==> config.mk <==
export PLATFORM = sky130hd
export DESIGN_NAME = tetris_ctrl_gen2
export DESIGN_NICKNAME = d
export VERILOG_FILES = /design/src/rtl/tetris_ctrl_gen2.sv
export SDC_FILE = /design/constraint.sdc
export NUM_CORES = 1
export LEC_CHECK = 0
export BUFFER_PORTS_ARGS = -buffer_cell sky130_fd_sc_hd__buf_2
export CAP_MARGIN = 20
export CORE_MARGIN = 2
export CORE_UTILIZATION = 56
export DETAILED_ROUTE_END_ITERATION = 10
export PLACE_DENSITY = 0.76
export SYNTH_ARGS = -nofsm -noshare
export SYNTH_HDL_FRONTEND = slang
export SYNTH_SLANG_ARGS = --single-unit
==> constraint.sdc <==
create_clock -name clk -period 6.6 [get_ports clk]
set_clock_uncertainty 0.2 [all_clocks]
set_input_delay 0.99 -clock clk [delete_from_list [all_inputs] [get_ports clk]]
set_output_delay 0.99 -clock clk [all_outputs]
set_load 0.02 [all_outputs]
==> src/rtl/tetris_ctrl_gen2.sv <==
// Tetris game sequencer: spawn, move, gravity, drops, hold, lock and scoring.
// Every candidate position goes through the collision-probe handshake before it commits.
module tetris_ctrl_gen2 #(
    parameter int unsigned BOARD_W         = 10,
    parameter int unsigned X_W             = 4,
    parameter int unsigned Y_W             = 5,
    parameter int unsigned BASE_INTERVAL   = 25000000,
    parameter int unsigned INTERVAL_STEP   = 2000000,
    parameter int unsigned MIN_INTERVAL    = 2500000,
    parameter int unsigned LINES_PER_LEVEL = 10,
    parameter int unsigned MAX_LEVEL       = 15,
    parameter logic [7:0]  LFSR_SEED       = 8'hAA
) (
    input  logic           clk,
    input  logic           rst_n,
    input  logic           cmd_valid,
    input  logic [2:0]     cmd,
    output logic           cmd_ready,
    output logic           probe_valid,
    output logic [X_W-1:0] probe_x,
    output logic [Y_W-1:0] probe_y,
    output logic [2:0]     probe_piece,
    output logic [1:0]     probe_rot,
    input  logic           probe_ack,
    input  logic           probe_hit,
    output logic           place_piece,
    input  logic           clear_done,
    input  logic [2:0]     clear_lines,
    output logic [X_W-1:0] cur_x,
    output logic [Y_W-1:0] cur_y,
    output logic [2:0]     cur_piece,
    output logic [1:0]     cur_rot,
    output logic [2:0]     next_piece,
    output logic [2:0]     hold_piece,
    output logic           hold_valid,
    output logic [19:0]    score,
    output logic [3:0]     level,
    output logic [15:0]    lines_total,
    output logic           game_over
);

    typedef enum logic [2:0] {
        StSpawn, StSpawnChk, StIdle, StProbe, StLock, StClearWait, StOver
    } state_t;

    typedef enum logic [2:0] {OpLeft, OpRight, OpDown, OpRot, OpDrop, OpGrav} op_t;

    localparam logic [X_W-1:0] SpawnX   = X_W'(BOARD_W / 2 - 1);
    localparam logic [2:0]     CmdLeft  = 3'd0;
    localparam logic [2:0]     CmdRight = 3'd1;
    localparam logic [2:0]     CmdDown  = 3'd2;
    localparam logic [2:0]     CmdRot   = 3'd3;
    localparam logic [2:0]     CmdDrop  = 3'd4;
    localparam logic [2:0]     CmdHold  = 3'd5;

    state_t      state_q, state_d;
    op_t         op_q;
    logic [7:0]  lfsr_q;
    logic        hold_used_q, swap_q;
    logic [31:0] grav_cnt_q, lvl_prod, interval;
    logic [7:0]  lil_q, lil_sum;
    logic        grav_due, probe_done, cmd_fire, is_fall;
    logic [2:0]  draw, lines_cl;
    logic [9:0]  clear_pts;
    logic [4:0]  lvl_p1;
    logic [19:0] score_add, score_next;
    logic [20:0] score_sum;
    logic [16:0] lines_sum;

    // Gravity period shrinks with level but never drops below the floor.
    always_comb begin
        lvl_prod = 32'(level) * INTERVAL_STEP;
        if (lvl_prod + MIN_INTERVAL >= BASE_INTERVAL) interval = MIN_INTERVAL;
        else                                          interval = BASE_INTERVAL - lvl_prod;
    end

    assign grav_due   = (grav_cnt_q >= interval - 32'd1);
    assign probe_done = probe_valid && probe_ack;
    assign is_fall    = (op_q == OpDown) || (op_q == OpGrav) || (op_q == OpDrop);
    assign lines_cl   = (clear_lines > 3'd4) ? 3'd4 : clear_lines;
    assign lvl_p1     = {1'b0, level} + 5'd1;
    assign lil_sum    = lil_q + 8'(lines_cl);
    assign lines_sum  = {1'b0, lines_total} + 17'(lines_cl);
    assign score_sum  = {1'b0, score} + {1'b0, score_add};
    assign score_next = score_sum[20] ? 20'hFFFFF : score_sum[19:0];

    always_comb begin
        draw = lfsr_q[2:0];
        if (draw == 3'd7) draw = lfsr_q[5:3];
        if (draw == 3'd7) draw = 3'd0;
    end

    always_comb begin
        case (lines_cl)
            3'd0:    clear_pts = 10'd0;
            3'd1:    clear_pts = 10'd100;
            3'd2:    clear_pts = 10'd300;
            3'd3:    clear_pts = 10'd500;
            default: clear_pts = 10'd800;
        endcase
    end

    always_comb begin
        state_d     = state_q;
        cmd_ready   = 1'b0;
        cmd_fire    = 1'b0;
        place_piece = 1'b0;
        score_add   = '0;
        case (state_q)
            StSpawn:    state_d = StSpawnChk;
            StSpawnChk: if (probe_done) state_d = probe_hit ? StOver : StIdle;
            StIdle: begin
                cmd_ready = !grav_due;
                cmd_fire  = cmd_valid && !grav_due;
                if (grav_due) begin
                    state_d = StProbe;
                end else if (cmd_fire) begin
                    if (cmd <= CmdDrop)                         state_d = StProbe;
                    else if (cmd == CmdHold && !hold_used_q)    state_d = StSpawn;
                end
            end
            StProbe: begin
                if (probe_done) begin
                    if (probe_hit) begin
                        state_d = is_fall ? StLock : StIdle;
                    end else begin
                        state_d = (op_q == OpDrop) ? StProbe : StIdle;
                        if (op_q == OpDown) score_add = 20'd1;
                        if (op_q == OpDrop) score_add = 20'd2;
                    end
                end
            end
            StLock: begin
                place_piece = 1'b1;
                state_d     = StClearWait;
            end
            StClearWait: begin
                if (clear_done) begin
                    score_add = 20'(clear_pts) * 20'(lvl_p1);
                    state_d   = StSpawn;
                end
            end
            StOver:  cmd_ready = 1'b1;
            default: state_d = StSpawn;
        endcase
    end

    always_ff @(posedge clk or negedge rst_n) begin
        if (!rst_n) state_q <= StSpawn;
        else        state_q <= state_d;
    end

    always_ff @(posedge clk or negedge rst_n) begin
        if (!rst_n) begin
            op_q        <= OpLeft;
            lfsr_q      <= LFSR_SEED;
            hold_used_q <= 1'b0;
            swap_q      <= 1'b0;
            grav_cnt_q  <= '0;
            lil_q       <= '0;
            probe_valid <= 1'b0;
            probe_x     <= '0;
            probe_y     <= '0;
            probe_piece <= '0;
            probe_rot   <= '0;
            cur_x       <= SpawnX;
            cur_y       <= '0;
            cur_piece   <= '0;
            cur_rot     <= '0;
            next_piece  <= '0;
            hold_piece  <= '0;
            hold_valid  <= 1'b0;
            score       <= '0;
            level       <= '0;
            lines_total <= '0;
            game_over   <= 1'b0;
        end else begin
            score <= score_next;
            if (!grav_due) grav_cnt_q <= grav_cnt_q + 32'd1;
            case (state_q)
                StSpawn: begin
                    cur_x       <= SpawnX;
                    cur_y       <= '0;
                    cur_rot     <= '0;
                    probe_x     <= SpawnX;
                    probe_y     <= '0;
                    probe_rot   <= '0;
                    probe_valid <= 1'b1;
                    swap_q      <= 1'b0;
                    // A hold swap already loaded cur_piece and must not consume a draw.
                    if (swap_q) begin
                        probe_piece <= cur_piece;
                    end else begin
                        probe_piece <= next_piece;
                        cur_piece   <= next_piece;
                        next_piece  <= draw;
                        lfsr_q <= {lfsr_q[6:0], lfsr_q[7] ^ lfsr_q[5] ^ lfsr_q[4] ^ lfsr_q[3]};
                    end
                end
                StSpawnChk: begin
                    grav_cnt_q <= '0;
                    if (probe_done) begin
                        probe_valid <= 1'b0;
                        if (probe_hit) game_over <= 1'b1;
                    end
                end
                StIdle: begin
                    probe_x     <= cur_x;
                    probe_y     <= cur_y;
                    probe_piece <= cur_piece;
                    probe_rot   <= cur_rot;
                    if (grav_due) begin
                        probe_y     <= cur_y + Y_W'(1);
                        op_q        <= OpGrav;
                        probe_valid <= 1'b1;
                    end else if (cmd_fire) begin
                        probe_valid <= (cmd <= CmdDrop);
                        case (cmd)
                            CmdLeft: begin
                                probe_x <= cur_x - X_W'(1);
                                op_q    <= OpLeft;
                            end
                            CmdRight: begin
                                probe_x <= cur_x + X_W'(1);
                                op_q    <= OpRight;
                            end
                            CmdDown: begin
                                probe_y <= cur_y + Y_W'(1);
                                op_q    <= OpDown;
                            end
                            CmdRot: begin
                                probe_rot <= cur_rot + 2'd1;
                                op_q      <= OpRot;
                            end
                            CmdDrop: begin
                                probe_y <= cur_y + Y_W'(1);
                                op_q    <= OpDrop;
                            end
                            CmdHold: begin
                                if (!hold_used_q) begin
                                    hold_used_q <= 1'b1;
                                    hold_piece  <= cur_piece;
                                    if (hold_valid) begin
                                        cur_piece <= hold_piece;
                                        swap_q    <= 1'b1;
                                    end else begin
                                        hold_valid <= 1'b1;
                                    end
                                end
                            end
                            default: ;
                        endcase
                    end
                end
                StProbe: begin
                    // Only a hard drop lingers here with probe_valid low: re-arm the next row.
                    if (!probe_valid) begin
                        probe_valid <= 1'b1;
                    end else if (probe_ack) begin
                        probe_valid <= 1'b0;
                        if (!probe_hit) begin
                            cur_x   <= probe_x;
                            cur_y   <= probe_y;
                            cur_rot <= probe_rot;
                            probe_y <= probe_y + Y_W'(1);
                            if (probe_y != cur_y) grav_cnt_q <= '0;
                        end
                    end
                end
                StLock: hold_used_q <= 1'b0;
                StClearWait: begin
                    if (clear_done) begin
                        lines_total <= lines_sum[16] ? 16'hFFFF : lines_sum[15:0];
                        if (32'(lil_sum) >= LINES_PER_LEVEL) begin
                            lil_q <= lil_sum - 8'(LINES_PER_LEVEL);
                            if (32'(level) < MAX_LEVEL) level <= level + 4'd1;
                        end else begin
                            lil_q <= lil_sum;
                        end
                    end
                end
                default: ;
            endcase
        end
    end

endmodule

==> results.toml <==
[status]
outcome = "complete, but fails checks"
violations = "negative setup slack"

[logic_synthesis]
synth_xor_area_share_pct = 6.51
ys_warn_count = 0
yosysTopAreaCell = "dfrtp_1"
synth_compound_gate_area_share_pct = 19.2
synth_top_area_share_pct = 29.4
ys_seq_elements = 133
synthCells = 1275
syn-num-nets = 1410
seq_area_frac_synth_pct = 30.6
avgSynthCellArea_um2 = 8.54
synth_fa_ha_area_share_pct = 16.0
synth.area.top_cells = "dfrtp_1, ha_1, fa_1"
ys_types = 76
synth_top_family_by_area = "simple AND/OR/NAND/NOR gates"
synth_mux_area_share_pct = 1.84
synth_flop_cell = "dfrtp_1"
synth_area_um2 = 10900
synth-edff-count = 0
synthSimpleGateAreaFrac_pct = 21.3
ys_async_sr_fraction_pct = 100

[sta]
slew_violations = 0
period_share_pct = 101
hold_viol_final = 0
relSlewSlack_pct = 41.4
worst_slack_ns = -0.0917
rsz0062_at_grt = "true"
min_period_ns = 6.69
setup_viol = 1
max_clock_freq_mhz = 149
tightest_slew_ns = 0.854

[global_routing]
grt_max_degree = 74
grt.total_usage_pct = 28.8
grt_first_pass_wirelength_um = 48100
grt_pass1_vias = 9919
grt-ovfl-total = 0
antenna_found_initial = 1

[min_path]
hold_path.class = "reg -> reg"

[routing]
wire_per_inst_um = 17.1
ant_nets = 0
dr.pass1.iters = 5
num_vias = 10200
finalWirelength_um = 29200
viasPerCell = 6.01
drc = 0
initialDrtViolationCount = 856

[worst_setup_path]
critPathBufInv = 4
worstSetupEndpointType = "primary output"
crit_family = "adder cells"
crit_path_max_fanout = 6
worstPathCellList = "fa_1 -> inv_2 -> fa_1 -> inv_2 -> ha_4 -> o21ai_0 -> o21bai_1 -> a22o_1 -> xnor2_2 -> a211oi_4 -> a31oi_4 -> buf_6 -> o211ai_1 -> ha_1 -> nand2_2 -> or4_4 -> a311o_1 -> nand2_2 -> a21oi_4 -> buf_6"
slowest_stage = "fa_1"
crit_type = "reg -> out"
cp_slowest_stage_delay_ns = 0.58
required_ns = 5.41
critPathLaunchType = "flip-flop"
arrival_ns = 5.50

[pwr]
power_density_nw_per_um2 = 139
leakagePower_nw = 6.24
ir_drop_mv = 0.197

[placed_design]
dp_hpwl_um = 19900
dp_slack_ns = -0.0301
portBuffers = 90
globalplace.congestion = 0.897

[floorplanning]
io-pin-count = 91
start_util_pct = 56.5
rows = 51
die_w_um = 143
die-area_um2 = 20600
coreArea_um2 = 19300
dieHeight_um = 143

[finish]
final_util_pct = 68.9
multi_input_area_um2 = 7530
layout_commonest_cell = "nand2_1"
seq_area_um2 = 3340
layout-drive-gt1-share_pct = 21.3
antenna_cells = 0
synthToLayoutAreaGrowth_pct = 22.0
final_cell_mix = "nand2_1, dfrtp_1, buf_2, ha_1, buf_4"
n_fill_cell = 1548
fin_nets = 1562

[clocking]
cts_hold_buf = 0
root_buffer = "clkbuf_16"
cts_sinks = 133
insertion_delay_ns = 0.44
cts_tree = "yes"
cts_max_level = 4
clockBufferDepth = 2
clk_pin_slew_ns = 0.07
numCtsBuffers = 17

[job]
drv_cap = 0
==> path summary, 6_finish.rpt <==
kind / startpoint / endpoint / slack (ns) / cells past startpoint
setup / recovery: level[1] / cmd_ready / -0.09 / 20
hold / removal: lfsr_q[7] / lfsr_q[7] / 0.27 / 2
setup reg to reg: level[1] / grav_cnt_q[17] / 0.16 / 26
hold reg to reg: lfsr_q[7] / lfsr_q[7] / 0.27 / 2
max in group asynchronous: rst_n / probe_y[3] / 4.55 / 2
min in group asynchronous: rst_n / score[13] / 0.36 / 1
==> power breakdown <==
| group | switching [mW] | total [mW] | internal, mW |
|---|---|---|---|
| logic | 0.0565 | 0.0883 | 0.0318 |
| registers | 0 | 0.815 | 0.815 |
| clock network | 0.428 | 0.937 | 0.509 |
==> state kept, by name, indices dropped and copies added (netlist names), 3 cells and up <==
name,flops
cur_piece,3
cur_x,4
cur_y,5
grav_cnt_q,32
hold_piece,3
level,4
lfsr_q,8
lil_q,8
lines_total,16
next_piece,3
op_q,3
probe_piece,3
probe_x,4
probe_y,5
score,20
state_q,3
==> per-stage QoR <==
stage / power (mW) / instance area, µm² / instances / TNS [ns] / hold WS [ns]
floorplan: 0.879 / 10900 / 1275 / 0 / 0.240
global placement: 0.916 / 11900 / 1635 / 0 / 0.259
detailed placement: 0.918 / 11900 / 1635 / -0.0601 / 0.264
CTS: 1.85 / 13100 / 1696 / 0 / 0.271
global route: 1.90 / 13300 / 1705 / -2.65 / 0.298
finish: 1.84 / 13300 / 1705 / -0.0917 / 0.271
==> synth_stat cells, drive strengths merged, types with 22 or more instances <==
cell / instances
nand2: 143
dfrtp: 128
ha: 96
nor2: 83
inv: 81
o21ai: 76
a21oi: 74
nand3: 68
xnor2: 59
clkbuf: 45
nor3: 44
fa: 27
a21o: 26
xor2: 22
==> cell type report <==
type / instances / area share [%]
multi-input cells: 1011 / 56.7
flip-flops and latches: 133 / 25.1
repair buffers: 182 / 9.00
clock buffers: 18 / 3.31
well taps: 265 / 2.50
inverters: 82 / 2.32
clock inverters: 14 / 1.03
==> layer usage <==
| metal | track usage (%) | up-vias | wire length (µm) |
|---|---|---|---|
| met5 | 0 | - | 0 |
| met4 | 9.70 | 0 | 625 |
| met3 | 4.57 | 63 | 1380 |
| met2 | 47.6 | 330 | 14300 |
| met1 | 38.7 | 4957 | 12900 |
| li1 | - | 4896 | - |
==> timing repair <==
action,in CTS,in global routing
cloned,3,0
gates resized for setup,50,37
hold endpoints to repair,0,0
buffers inserted,26,13
pin swaps,28,37
endpoints found under the setup margin,1,25
==> worst register-to-register path, delay by kind of cell (launching register included) <==
kind	cells	cell delay (ns)
buffers and inverters	10	1.34
flip-flops	1	0.45
AND/OR/NAND/NOR	6	1.84
adder cells (fa/ha/maj)	4	1.72
AO/OA/AOI/OAI	6	0.82
==> cell families (layout without fill, tap and decap cells) <==
logic type	after synthesis	in the layout
xor+xnor	81	81
mux	19	19
flops	133	133
buf+inv	131	296
fa+ha+maj	123	123
compound gates	313	313
simple gates	475	475
(Power assumes the default switching activity.)
